**src/rtl/outbus_capture_buffer_if.sv**
```systemverilog
// Capture-buffer port bundle: observed bus, capture control, host drain port and status.
// master = host/observer side, slave = the capture buffer.
interface outbus_capture_buffer_if #(
   parameter int WIDTH = 5,
   parameter int CNTW  = 8
);
   logic [WIDTH-1:0] capBus;
   logic             start;
   logic [CNTW-1:0]  numSamp;
   logic             clear;
   logic [WIDTH-1:0] rdData;
   logic             rdValid;
   logic             rdReady;
   logic             busy;
   logic             done;
   logic             overflow;
   logic [CNTW-1:0]  dropCnt;
   logic [15:0]      sig;

   modport master (
      output capBus, start, numSamp, clear, rdReady,
      input  rdData, rdValid, busy, done, overflow, dropCnt, sig
   );

   modport slave (
      input  capBus, start, numSamp, clear, rdReady,
      output rdData, rdValid, busy, done, overflow, dropCnt, sig
   );
endinterface

```
**src/rtl/outbus_capture_buffer.sv**
```systemverilog
// Samples a result bus for a programmed number of cycles into a small FWFT FIFO drained by a host.
// Optional MISR signature over the captured stream is enabled with `define CAP_MISR_EN.
module outbus_capture_buffer #(
   parameter int WIDTH = 5,
   parameter int DEPTH = 8,
   parameter int CNTW  = 8
) (
   input logic                    clk,
   input logic                    reset,
   outbus_capture_buffer_if.slave bus
);
   localparam int         AW   = $clog2(DEPTH);
   localparam logic [AW:0] FULL = (AW+1)'(DEPTH);

   localparam logic [0:0] IDLE    = 1'b0;
   localparam logic [0:0] CAPTURE = 1'b1;

   logic [0:0]       state;
   logic [CNTW-1:0]  remaining;

   logic [WIDTH-1:0] mem [DEPTH];
   logic [AW-1:0]    wptr;
   logic [AW-1:0]    rptr;
   logic [AW:0]      count;

   logic             sampling;
   logic             pop;
   logic             push;
   logic             drop;
   logic             overflow_q;
   logic [CNTW-1:0]  drop_q;

   // clear pre-empts the capture edge: nothing is written or counted on it
   assign sampling = (state == CAPTURE) && !bus.clear;
   assign pop      = bus.rdValid && bus.rdReady;
   assign push     = sampling && ((count != FULL) || pop);
   assign drop     = sampling && !push;

   // ---------------------------------------------------------------- FSM
   always_ff @(posedge clk or posedge reset) begin
      if (reset) begin
         state     <= IDLE;
         remaining <= '0;
      end else if (bus.clear) begin
         state     <= IDLE;
         remaining <= '0;
      end else if (state == IDLE) begin
         if (bus.start && (bus.numSamp != '0)) begin
            state     <= CAPTURE;
            remaining <= bus.numSamp;
         end
      end else begin
         remaining <= remaining - 1'b1;
         if (remaining == CNTW'(1))
            state <= IDLE;
      end
   end

   assign bus.busy = (state == CAPTURE);
   assign bus.done = sampling && (remaining == CNTW'(1));

   // ---------------------------------------------------------------- FIFO
   always_ff @(posedge clk) begin
      if (push)
         mem[wptr] <= bus.capBus;
   end

   always_ff @(posedge clk or posedge reset) begin
      if (reset) begin
         wptr  <= '0;
         rptr  <= '0;
         count <= '0;
      end else if (bus.clear) begin
         wptr  <= '0;
         rptr  <= '0;
         count <= '0;
      end else begin
         if (push)
            wptr <= wptr + 1'b1;
         if (pop)
            rptr <= rptr + 1'b1;
         if (push && !pop)
            count <= count + 1'b1;
         else if (pop && !push)
            count <= count - 1'b1;
      end
   end

   // Storage is not reset; gating keeps rdData at 0 whenever the FIFO is empty
   assign bus.rdValid = (count != '0);
   assign bus.rdData  = bus.rdValid ? mem[rptr] : '0;

   // ---------------------------------------------------------------- drop accounting
   always_ff @(posedge clk or posedge reset) begin
      if (reset) begin
         overflow_q <= 1'b0;
         drop_q     <= '0;
      end else if (bus.clear) begin
         overflow_q <= 1'b0;
         drop_q     <= '0;
      end else if (drop) begin
         overflow_q <= 1'b1;
         if (drop_q != '1)
            drop_q <= drop_q + 1'b1;
      end
   end

   assign bus.overflow = overflow_q;
   assign bus.dropCnt  = drop_q;

   // ---------------------------------------------------------------- signature
`ifdef CAP_MISR_EN
   logic [15:0] misr;
   logic        fb;

   assign fb = misr[15] ^ misr[13] ^ misr[12] ^ misr[10];

   // Every capture cycle folds in the bus, dropped or not; clear leaves it intact
   always_ff @(posedge clk or posedge reset) begin
      if (reset)
         misr <= 16'h0000;
      else if (sampling)
         misr <= {misr[14:0], fb} ^ {{(16-WIDTH){1'b0}}, bus.capBus};
   end

   assign bus.sig = misr;
`else
   assign bus.sig = 16'h0000;
`endif

endmodule

```
**src/flat_wrapper.sv**
```systemverilog
// flat-port wrapper written by rule: the top's interface ports become plain ports
module outbus_capture_buffer_flat 
#(
   parameter int WIDTH = 5,
   parameter int DEPTH = 8,
   parameter int CNTW  = 8
)
  (clk, reset, bus_capBus, bus_start, bus_numSamp, bus_clear, bus_rdReady, bus_rdData, bus_rdValid, bus_busy, bus_done, bus_overflow, bus_dropCnt, bus_sig);
  outbus_capture_buffer_if #(.WIDTH(WIDTH), .CNTW(CNTW)) bus_i ();
  input logic clk;
  input logic reset;
  input wire logic [$bits(bus_i.capBus)-1:0] bus_capBus;
  input wire logic [$bits(bus_i.start)-1:0] bus_start;
  input wire logic [$bits(bus_i.numSamp)-1:0] bus_numSamp;
  input wire logic [$bits(bus_i.clear)-1:0] bus_clear;
  input wire logic [$bits(bus_i.rdReady)-1:0] bus_rdReady;
  output wire logic [$bits(bus_i.rdData)-1:0] bus_rdData;
  output wire logic [$bits(bus_i.rdValid)-1:0] bus_rdValid;
  output wire logic [$bits(bus_i.busy)-1:0] bus_busy;
  output wire logic [$bits(bus_i.done)-1:0] bus_done;
  output wire logic [$bits(bus_i.overflow)-1:0] bus_overflow;
  output wire logic [$bits(bus_i.dropCnt)-1:0] bus_dropCnt;
  output wire logic [$bits(bus_i.sig)-1:0] bus_sig;
  assign bus_i.capBus = bus_capBus;
  assign bus_i.start = bus_start;
  assign bus_i.numSamp = bus_numSamp;
  assign bus_i.clear = bus_clear;
  assign bus_i.rdReady = bus_rdReady;
  assign bus_rdData = bus_i.rdData;
  assign bus_rdValid = bus_i.rdValid;
  assign bus_busy = bus_i.busy;
  assign bus_done = bus_i.done;
  assign bus_overflow = bus_i.overflow;
  assign bus_dropCnt = bus_i.dropCnt;
  assign bus_sig = bus_i.sig;
  outbus_capture_buffer #(.WIDTH(WIDTH), .DEPTH(DEPTH), .CNTW(CNTW)) u_core (.clk(clk), .reset(reset), .bus(bus_i));
endmodule
```
**config.mk**
```make
export PLATFORM = sky130hd
export DESIGN_NAME = outbus_capture_buffer_flat
export DESIGN_NICKNAME = d
export VERILOG_FILES = /design/src/rtl/outbus_capture_buffer_if.sv /design/src/rtl/outbus_capture_buffer.sv /design/src/flat_wrapper.sv
export SDC_FILE = /design/constraint.sdc
export NUM_CORES = 1
export LEC_CHECK = 0
export BUFFER_PORTS_ARGS = -buffer_cell sky130_fd_sc_hd__buf_2
export CAP_MARGIN = 20
export CORE_MARGIN = 5
export CORE_UTILIZATION = 61
export CTS_CLUSTER_DIAMETER = 150
export CTS_CLUSTER_SIZE = 28
export DETAILED_ROUTE_END_ITERATION = 10
export HOLD_SLACK_MARGIN = 0.08
export PLACE_DENSITY_LB_ADDON = 0.1
export SLEW_MARGIN = 25
export SYNTH_ARGS = -nofsm -noshare
export SYNTH_HDL_FRONTEND = slang
export SYNTH_SLANG_ARGS = --single-unit
```
**constraint.sdc**
```tcl
create_clock -name clk -period 3.95 [get_ports clk]
set_clock_uncertainty 0.1 [all_clocks]
set_input_delay 0.79 -clock clk [delete_from_list [all_inputs] [get_ports clk]]
set_output_delay 0.79 -clock clk [all_outputs]
set_load 0.01 [all_outputs]
```
== After elaboration in Yosys (flattened, before gate mapping) ==
Memory sizes are Yosys's and may differ from the RTL's.
Index checks and enable logic that the tools add are counted.

* Flip-flop bits (word level): 28
* Memory bits (writable): 40
* Output and inout bits: 33
* Word-level logic and storage cells: 60
* Memories: 1

{| class="wikitable"
|+ Memories
! memory !! depth !! bits a word !! rd ports !! clocked after memory_dff !! write ports !! RTL line !! RTL
|-
| u_core.mem || 8 || 5 || 1 || 0 || 1 || outbus_capture_buffer.sv:21 || <nowiki>logic [WIDTH-1:0] mem [DEPTH];</nowiki>
|}

* Add/sub/neg operators: 6
* Equal/unequal tests: 3
* Multiplexer cells: 22
* Reductions and logical operators: 21

{| class="wikitable"
|+ Operators with widths
! operator !! number
|-
| 2-to-1 mux 8 bit || 6
|-
| 2-to-1 mux 3 bit || 4
|-
| 2-to-1 mux 4 bit || 3
|-
| adder 8 x 1 -> 8 bit, second input constant || 1
|-
| equality test 8 x 1 -> 1 bit, second input constant || 1
|-
| logical AND 1 bit || 8
|-
| 2-to-1 mux 1 bit || 8
|-
| inequality test 8 bit, second input constant || 1
|-
| nonzero test 2 bit || 4
|-
| nonzero test 8 bit || 1
|-
| subtractor 8 x 1 -> 8 bit, second input constant || 1
|-
| adder 3 x 1 -> 3 bit, second input constant || 2
|-
| nonzero test 3 bit || 2
|-
| 2-to-1 mux 5 bit || 1
|-
| adder 4 x 1 -> 4 bit, second input constant || 1
|-
| inequality test 4 bit, second input constant || 1
|-
| nonzero test 4 bit || 1
|-
| subtractor 4 x 1 -> 4 bit, second input constant || 1
|-
| zero test 1 bit || 3
|-
| AND reduction 2 bit || 1
|-
| logical OR 1 bit || 1
|}

== Longest topological paths before layout ==
Gate-level depths: netlist of the first run.

* Word-level depth: 9
* Gate-level depth with buffers: 8
* Gate-level depth less buffers: 8

== Worst setup path before layout of the first run ==
OpenSTA, ideal clock, no wires.

* Path type: in2reg
* Start: input port bus_rdReady
* End: register u_core.count[3]
* Library setup time: 82 ps
* Arrival: 2243 ps
* Required time: 3768 ps
* Path slack: 1525 ps
* Stages: 8
* Path through: clkbuf_1 -> o31ai_1 -> nand3_1 -> ha_1 -> a21oi_1 -> a211o_1 -> a21o_1 -> a31oi_1

* Cells in the longest elaborated chain, start to end: 6
* Elaborated cells between the ends (all ways): 10
* Those cells by class: 2 x mux; 8 x reduce/logical

{| class="wikitable"
|+ RTL lines
! element !! RTL line !! RTL
|-
| start: declaration || flat_wrapper.sv:16 || <nowiki>input wire logic [$bits(bus_i.rdReady)-1:0] bus_rdReady;</nowiki>
|-
| logical AND 1 bit (*) || outbus_capture_buffer.sv:35 || <nowiki>assign pop = bus.rdValid && bus.rdReady;</nowiki>
|-
| logical OR 1 bit || outbus_capture_buffer.sv:36 || <nowiki>assign push = sampling && ((count != FULL) || pop);</nowiki>
|-
| logical AND 1 bit || outbus_capture_buffer.sv:36 ||
|-
| logical AND 1 bit or zero test 1 bit (tied branches) || outbus_capture_buffer.sv:82, outbus_capture_buffer.sv:84 ||
|-
| 2-to-1 mux 4 bit or logical AND 1 bit (tied branches) || outbus_capture_buffer.sv:82, outbus_capture_buffer.sv:84 ||
|-
| 2-to-1 mux 4 bit or nonzero test 3 bit (tied branches) || - ||
|-
| end signal: assignment || outbus_capture_buffer.sv:83 || <nowiki>count <= count + 1'b1;</nowiki>
|-
| end signal: assignment || outbus_capture_buffer.sv:85 || <nowiki>count <= count - 1'b1;</nowiki>
|-
| end: declaration || outbus_capture_buffer.sv:24 || <nowiki>logic [AW:0] count;</nowiki>
|}

Every way passes the cells marked *; elsewhere a longest branch is shown, timed or not.
A chain may end at the register's enable or synchronous reset.

== Worst setup path after layout of the first run ==
* Start: register u_core.rptr[0]
* End: output port bus_rdData[0]

* Cells in the longest elaborated chain, start to end: 2

{| class="wikitable"
|+ RTL lines
! element !! RTL line !! RTL
|-
| start: declaration || outbus_capture_buffer.sv:23 || <nowiki>logic [AW-1:0] rptr;</nowiki>
|-
| start signal: assignment || outbus_capture_buffer.sv:81 || <nowiki>rptr <= rptr + 1'b1;</nowiki>
|-
| memory (8 x 5 bit) || - ||
|-
| 2-to-1 mux 5 bit || outbus_capture_buffer.sv:91 || <nowiki>assign bus.rdData = bus.rdValid ? mem[rptr] : '0;</nowiki>
|-
| end: declaration || flat_wrapper.sv:17 || <nowiki>output wire logic [$bits(bus_i.rdData)-1:0] bus_rdData;</nowiki>
|}

Every way passes these cells.

==> flow_summary.toml, run 1 <==
[worst_setup_path]
rr_startpoint = "u_core.bus.busy"
cp_max_fo = 12
startpoint_type = "flop"
reg2reg_depth = 8
cp-end-kind = "output port"
r2r-end = "u_core.count[3]"
critPathLaunch = "u_core.rptr[0]"
r2r_slack_ns = 1.02
critPathRequiredTime_ns = 3.06
endpoint = "bus_rdData[0]"
cp.arrival_ns = 2.14
criticalPathCategory = "flop to output port"

[die]
start_util = 0.622
top_level_ports = 51
core_area_um2 = 5470
num_rows = 27
die_height_um = 84.7
die_area_um2 = 7170
die_w_um = 84.7

[timing]
finalSetupViolCount = 0
holdWs_ns = 0.419
post-route-min-period_ns = 3.03
layout_setup_ws_ns = 0.917
fin_tns_setup_ns = 0
slew_viol_final = 0
timing.final.crit_share = 0.768
maxSlewHeadroom = 0.401
tightest_slew_ns = 0.892
fmax_mhz = 330
rsz0062_at_grt = "false"
hold_violations = 0

[clock_network]
clk_path_buf_depth = 2
numCtsBuffers = 9
post_cts_buffers = 0
cts_root_buffer = "clkbuf_8"
htreeDepth = 3
holdBufCountCts = 0
clk_pin_slew_ns = 0.07
cts_resized = 0
clkLatencyLatePin_ns = 0.33
clock-sinks = 68
cts_tree = "yes"

[global_routing]
antenna_found_initial = 0
overflow = 0
grt_pass1_wl_mm = 11.5
grtUsageTotal = 0.208
grt_max_degree = 36
grt_pass1_vias = 2259

[yosys]
synth_area_per_cell_um2 = 12.3
synth_cell_types = 49
synthTopCellsByArea = "edfxtp_1 35%, dfrtp_1 21%, mux4_2 6.6%"
ys_seq_elements = 68
synthCells = 277
synth_ff_type = "edfxtp_1"
synth_area_leader_cell = "edfxtp_1"
synth_top_area_frac = 0.353
yosysSeqAreaShare = 0.559
synth-edff-count = 40
synth_area_um2 = 3400
async_reset_ff_frac = 0.412
yosys_warnings = 0

[drt]
ant_nets = 0
firstDrtPassIters = 4
drt_iter0_markers = 248
vias = 2308
wl_mm = 6.84
drc = 0
wire_per_inst_um = 17.7
via_per_inst = 5.96

[final_layout]
drive_gt1_frac = 0.216
fillers = 410
fin_nets = 336
diodes = 0
final_util = 0.689
syn_to_final_growth_pct = 10.8

[place]
pre_cts_ws_ns = 1.07
dp_hpwl_mm = 4.67
portBuffers = 34
place.gp.congestion = 0.824

[pwr]
p_leak_nw = 1.46
ir_worst_vdd_mv = 0.273
p_per_area_nw_per_um2 = 524

[run]
max_cap_violations = 0

[worst_hold_path]
hp-class = "primary input to async pin"

[status]
status = "finished clean"
## stage by stage
| stage | total power [mW] | std cells | instance area [um2] |
|---|---|---|---|
| 6_report | 1.98 | 387 | 3770 |
| 5_1_grt | 2.10 | 387 | 3770 |
| 4_1_cts | 1.99 | 387 | 3770 |
| 3_5_place_dp | 1.38 | 371 | 3560 |
| 3_3_place_gp | 1.36 | 371 | 3560 |
| 2_1_floorplan | 1.24 | 292 | 3460 |
## cell usage after synthesis, types with 3 or more instances
cell,number
clkbuf_1,7
a21oi_1,11
nand2b_1,4
a221oi_1,4
o21ai_0,5
mux4_2,10
a31oi_1,4
nor2_1,35
inv_1,7
or3_1,3
buf_1,3
nand3_1,11
or4_1,4
xor2_1,6
and4_1,3
a211oi_1,7
dfrtp_1,28
mux2i_1,7
nand2_1,7
buf_4,16
xnor2_1,3
nor2b_1,3
mux2_2,5
edfxtp_1,40
ha_1,7
nor3_1,6
## layout make-up
type	count	area, um2	share of cell area
flip-flops and latches	68	1900	0.504
multi-input cells	189	1370	0.362
repair buffers	34	170	0.0451
clock buffers	9	124	0.0328
clock inverters	7	90.1	0.0239
well taps	72	90.1	0.0239
inverters	8	30.0	0.00796
## flip-flops by register name, summed over array words and instances (netlist names)
name / flops
u_core.wptr: 3
u_core.bus.busy: 1
u_core.bus.overflow: 1
u_core.rptr: 3
u_core.bus.dropCnt: 8
u_core.mem: 40
u_core.remaining: 8
u_core.count: 4
## critical path, stage by stage (launching register included)
cell	delay [ns]
dfrtp_1	0.80
mux4_2	0.60
mux2i_1	0.19
nor2_1	0.06
buf_2	0.16
## power breakdown
part           internal [mW]  switching [mW]  total [mW]  leakage [nW]
Clock                  0.353           0.258       0.611         0.107
Sequential             0.796          0.0851       0.881         0.739
Combinational          0.223           0.263       0.485         0.615
Total                   1.37           0.606        1.98          1.46
## logic make-up (layout without fill, tap and decap cells)
family | Yosys count | after routing | synth area share
compound gates | 45 | 45 | 0.0893
buf+inv | 35 | 58 | 0.0566
flops | 68 | 68 | 0.559
mux | 22 | 22 | 0.103
simple gates | 89 | 89 | 0.136
xor+xnor | 9 | 9 | 0.0232
other cells | 1 | 16 | 0.00110
fa+ha+maj | 8 | 8 | 0.0316
## per-layer routing
layer	vias up	global-route usage	share of wire
li1	1080	-	-
met1	1140	0.294	0.43
met2	81	0.322	0.49
met3	7	0.0383	0.062
met4	0	0.0777	0.014
met5	-	0	0
## worst min path at each step
stage	end	cells after the start
floorplan	u_core.remaining[0]	1
global placement	u_core.bus.overflow	2
detailed placement	u_core.bus.overflow	2
CTS	u_core.bus.overflow	2
global route	u_core.bus.dropCnt[3]	2
finish	u_core.bus.overflow	2
## cells in the final DEF, fill, tap and decap left out, types with 3 or more instances in the layout
cell      instances
ha_1              7
nor3_1            6
and4_1            3
nor2b_1           3
or3_1             3
mux2i_1           7
edfxtp_1         40
o21ai_0           5
clkbuf_8          9
mux2_2            5
conb_1           16
a31oi_1           4
buf_2            34
nand3_1          11
nor2_1           35
a211oi_1          7
xor2_1            6
dfrtp_1          28
a221oi_1          4
xnor2_1           3
a21oi_1          11
nand2_1           7
nand2b_1          4
inv_1             6
mux4_2           10
or4_1             4
Power figures use the tool's default switching activity.
==> run 2: changes to the inputs <==
- CORE_UTILIZATION: 61 -> 57
- clock period: 3.95 -> 2.81 ns (I/O delays scaled with it)
==> run 2 against run 1 <==
Compared with the run above: design area is 1.3% higher; hold slack got worse by 0.23 ns; die area increased by 6.2%; flip-flop and latch count did not move; count of clock-buffer cells in the layout up 2; combinational power grew 48%; clock power up 37%; setup slack got worse by 0.72 ns; utilization decreased by 3.6 points; critical endpoint unchanged.
==> flow_summary.toml, run 2 (synthesis gave the netlist of run 1 again) <==
[status]
status = "finished clean"

[worst_setup_path]
cpMaxStageDelayCell = "dfrtp_1"
cp_max_fo = 8
max_stage_delay_ns = 0.52
cp.arrival_ns = 1.95
criticalPathCategory = "flop to output port"
startpoint_type = "flop"
crit_family = "multiplexers"
crit_chain = "buf_12, mux4_2, mux2i_1, nor2_1, buf_2"
critPathRequiredTime_ns = 2.15
cp-end-kind = "output port"
cp_num_buf_inv = 2

[run]
max_cap_violations = 0

[global_routing]
grt_pass1_wl_mm = 10.6
grtUsageTotal = 0.187
antenna_found_initial = 0
grt_pass1_vias = 2210
overflow = 0
grt_max_degree = 29

[drt]
drt_iter0_markers = 122
drc = 0
via_per_inst = 5.77
vias = 2278
ant_nets = 0
wire_per_inst_um = 16.5
firstDrtPassIters = 4
wl_mm = 6.53

[die]
die_height_um = 87.3
num_rows = 28
start_util = 0.582
core_area_um2 = 5850
top_level_ports = 51
die_area_um2 = 7620
die_w_um = 87.3

[clock_network]
clk_path_buf_depth = 2
clk_pin_slew_ns = 0.07
cts_root_buffer = "clkbuf_8"
clock-sinks = 68
numCtsBuffers = 9
cts_resized = 0
htreeDepth = 3
post_cts_buffers = 0
cts_tree = "yes"
clkLatencyLatePin_ns = 0.32
holdBufCountCts = 0

[pwr]
power_frac_clock = 0.303
ir_worst_vdd_mv = 0.573
seqPwrFrac = 0.438
p_leak_nw = 1.48
p_int_mw = 1.95
switching_power_mw = 0.817
p_per_area_nw_per_um2 = 724
pwr-share-comb = 0.259
p_sw_frac = 0.295

[place]
place.gp.congestion = 0.874
dp_hpwl_mm = 4.60
portBuffers = 34
pre_cts_ws_ns = 0.405

[timing]
layout_setup_ws_ns = 0.195
slew_viol_final = 0
post-route-min-period_ns = 2.61
fin_tns_setup_ns = 0
rsz0062_at_grt = "false"
hold_violations = 0
tightest_slew_ns = 0.980
finalSetupViolCount = 0
maxSlewHeadroom = 0.342
timing.final.crit_share = 0.931
fmax_mhz = 382

[final_layout]
regMostFlops = "u_core.mem"
syn_to_final_growth_pct = 12.2
drive_gt1_frac = 0.219
diodes = 0
layout_common_cells = "40 x edfxtp_1, 35 x nor2_1, 34 x buf_2"
final_common_cell = "edfxtp_1"
largest_register_ffs = 40
fin_nets = 341

[worst_hold_path]
hp-class = "primary input to async pin"
run 2: changes by cell type in the layout (fill, tap and decap cells not counted):
cell	change
inv_1	+1
buf_12	+1
buf_4	+4
inv_2	-1
inv_6	-1
clkinv_2	-1
clkbuf_1	+2
run 2: layout make-up:
| cell class | instances | area, um2 |
|---|---|---|
| inverter | 8 | 30.0 |
| tap | 75 | 93.8 |
| timing repair buffer | 39 | 220 |
| clock buffer | 11 | 131 |
| clock inverter | 5 | 76.3 |
| multi-input combinational | 189 | 1370 |
| sequential | 68 | 1900 |
| fill | 459 | 2030 |
run 2: path summary, 6_finish.rpt:
kind                                startpoint                   to  slack (ns)  cells past startpoint
min in group clk                 bus_capBus[0]     u_core.mem[0][0]        0.40                      1
hold / removal                           reset       u_core.rptr[2]        0.19                      3
hold reg to reg            u_core.bus.overflow  u_core.bus.overflow        0.41                      2
max in group asynchronous                reset  u_core.remaining[0]        2.14                      3
setup / recovery                u_core.rptr[0]        bus_rdData[0]        0.20                      5
setup reg to reg               u_core.count[0]      u_core.count[3]        0.40                      7
run 2: metrics by stage:
step | hold WS (ns) | util | power (mW) | instances | area, um2
after floorplan | 0.422 | - | 1.75 | 292 | 3460
after global placement | 0.375 | 0.617 | 1.94 | 379 | 3610
after detailed placement | 0.391 | 0.617 | 1.95 | 379 | 3610
after CTS | 0.190 | 0.653 | 2.79 | 395 | 3820
after global routing | 0.242 | 0.653 | 2.93 | 395 | 3820
final | 0.187 | 0.653 | 2.77 | 395 | 3820
run 2: power by group through the flow:
stage	Sequential [mW]	Combinational (mW)	Clock [mW]
global route	1.22	0.805	0.904
detailed placement	1.23	0.721	0
CTS	1.21	0.728	0.853
global placement	1.23	0.714	0
floorplan	1.20	0.552	0
finish	1.21	0.717	0.837
run 2: metal layers:
| metal | vias to the layer above | wire [um] | GRT usage |
|---|---|---|---|
| met2 | 67 | 3130 | 0.298 |
| met3 | 6 | 376 | 0.0445 |
| met1 | 1116 | 2970 | 0.247 |
| met5 | - | 0 | 0 |
| li1 | 1089 | - | - |
| met4 | 0 | 56 | 0.0739 |
run 2: worst register-to-register path: stages (launching register included):
cell and delay, ns:
dfrtp_1 0.43, or4b_1 0.62, nand3_1 0.16, ha_1 0.29, a21oi_1 0.29, a211o_1 0.20, o211ai_1 0.09, a31oi_1 0.16
==> run 3: changes to the inputs <==
- CORE_ASPECT_RATIO: default -> 0.5
==> run 3 against run 2 <==
Compared with the run above: count of clock-buffer cells in the layout is 1 lower; final cell count shrank 0.51%; combinational power is 1% higher; routed wire length increased by 6.0%; register-to-register slack lost 0.06 ns; critical endpoint is now bus_rdData[3]; largest power group unchanged.
==> flow_summary.toml, run 3 (synthesis gave the netlist of run 1 again) <==
[status]
status = "finished clean"

[clock_network]
clock-sinks = 68
clkLatencyLatePin_ns = 0.33
clk_path_buf_depth = 2
numCtsBuffers = 9
post_cts_buffers = 0
cts_tree = "yes"
cts_resized = 0
clk_pin_slew_ns = 0.06
htreeDepth = 3
cts_root_buffer = "clkbuf_16"
holdBufCountCts = 0

[worst_setup_path]
criticalPathCategory = "flop to output port"
cp_max_fo = 10
r2r_slack_ns = 0.34
cp.arrival_ns = 1.94
critPathRequiredTime_ns = 2.15
startpoint_type = "flop"
critPathLaunch = "u_core.rptr[0]"
reg2reg_depth = 7
r2r-end = "u_core.count[3]"
rr_startpoint = "u_core.count[0]"
endpoint = "bus_rdData[3]"
cp-end-kind = "output port"

[final_layout]
largest_register_ffs = 40
finalInstanceArea_um2 = 3890
regMostFlops = "u_core.mem"
drive_gt1_frac = 0.225
syn_to_final_growth_pct = 14.3
diodes = 0
fin_nets = 341
final_common_cell = "edfxtp_1"
layout_common_cells = "40 x edfxtp_1, 35 x nor2_1, 34 x buf_2"

[drt]
topRoutingLayerUsed = "met4"
via_per_inst = 5.92
met2_length_mm = 3.38
ant_nets = 0
drt_iter0_markers = 194
wire_per_inst_um = 17.6
firstDrtPassIters = 4
wl_met3_um = 464
drt-met1-wl_mm = 3.01
wl_mm = 6.93
vias = 2325
drc = 0

[pwr]
p_sw_frac = 0.298
ir_worst_vdd_mv = 0.317
p_leak_nw = 1.52
p_per_area_nw_per_um2 = 780
seqPwrFrac = 0.399
pwr-share-comb = 0.239
switching_power_mw = 0.905
power_frac_clock = 0.362
p_int_mw = 2.13

[timing]
fin_tns_setup_ns = 0
rsz0062_at_grt = "false"
maxSlewHeadroom = 0.477
hold_violations = 0
post-route-min-period_ns = 2.60
slew_viol_final = 0
layout_setup_ws_ns = 0.207
holdWs_ns = 0.189
fmax_mhz = 384
tightest_slew_ns = 0.778
timing.final.crit_share = 0.927
finalSetupViolCount = 0

[die]
num_rows = 19
die_area_um2 = 7710
core_area_um2 = 5630
die_height_um = 64.7
die_w_um = 119
start_util = 0.604
top_level_ports = 51

[global_routing]
grt_max_degree = 29
overflow = 0
antenna_found_initial = 0
grt_pass1_wl_mm = 11.6
grtUsageTotal = 0.196
grt_pass1_vias = 2324

[worst_hold_path]
hp-class = "primary input to async pin"

[place]
place.gp.congestion = 0.860
portBuffers = 34
dp_hpwl_mm = 4.73
pre_cts_ws_ns = 0.379
placed_area_um2 = 3600

[run]
max_cap_violations = 0
[run 3: layout make-up]
class / count / area (um2)
Clock buffer: 10 / 229
Sequential cell: 68 / 1900
Timing Repair Buffer: 39 / 208
Tap cell: 73 / 91.3
Inverter: 8 / 30.0
Clock inverter: 6 / 65.1
Multi-Input combinational cell: 189 / 1370
Fill cell: 420 / 1740
[run 3: per-stage QoR]
step                utilization  total power, mW  std cells
finish                    0.691             3.04        393
CTS                       0.691             3.06        393
floorplan                     -             1.75        292
detailed placement        0.638             1.95        377
global placement          0.638             1.92        377
global route              0.691             3.20        393
[run 3: worst min-delay path by stage]
| stage | startpoint | end | slack, ns | cells after the start |
|---|---|---|---|---|
| after CTS | reset | u_core.bus.dropCnt[4] | 0.20 | 3 |
| after global placement | u_core.bus.overflow | u_core.bus.overflow | 0.38 | 2 |
| after global routing | reset | u_core.bus.dropCnt[3] | 0.23 | 3 |
| final | reset | u_core.bus.dropCnt[3] | 0.19 | 3 |
| after floorplan | u_core.remaining[0] | u_core.remaining[0] | 0.42 | 1 |
| after detailed placement | u_core.bus.overflow | u_core.bus.overflow | 0.39 | 2 |
[run 3: critical path: stages (launching register included)]
cell	delay, ns
dfrtp_1	0.39
buf_4	0.26
mux4_2	0.52
mux2i_1	0.20
nor2_1	0.08
buf_2	0.17
[run 3: per-layer routing]
layer | vias up | track usage
met2 | 86 | 0.336
met4 | 0 | 0.0599
met1 | 1142 | 0.247
li1 | 1091 | -
met3 | 6 | 0.0573
met5 | - | 0
[run 3: power groups by stage]
stage          Combinational (mW)  Sequential (mW)  Clock, mW
2_1_floorplan               0.552             1.20          0
3_3_place_gp                0.702             1.22          0
3_5_place_dp                0.726             1.23          0
4_1_cts                     0.732             1.21       1.12
5_1_grt                     0.801             1.22       1.18
6_report                    0.725             1.21       1.10
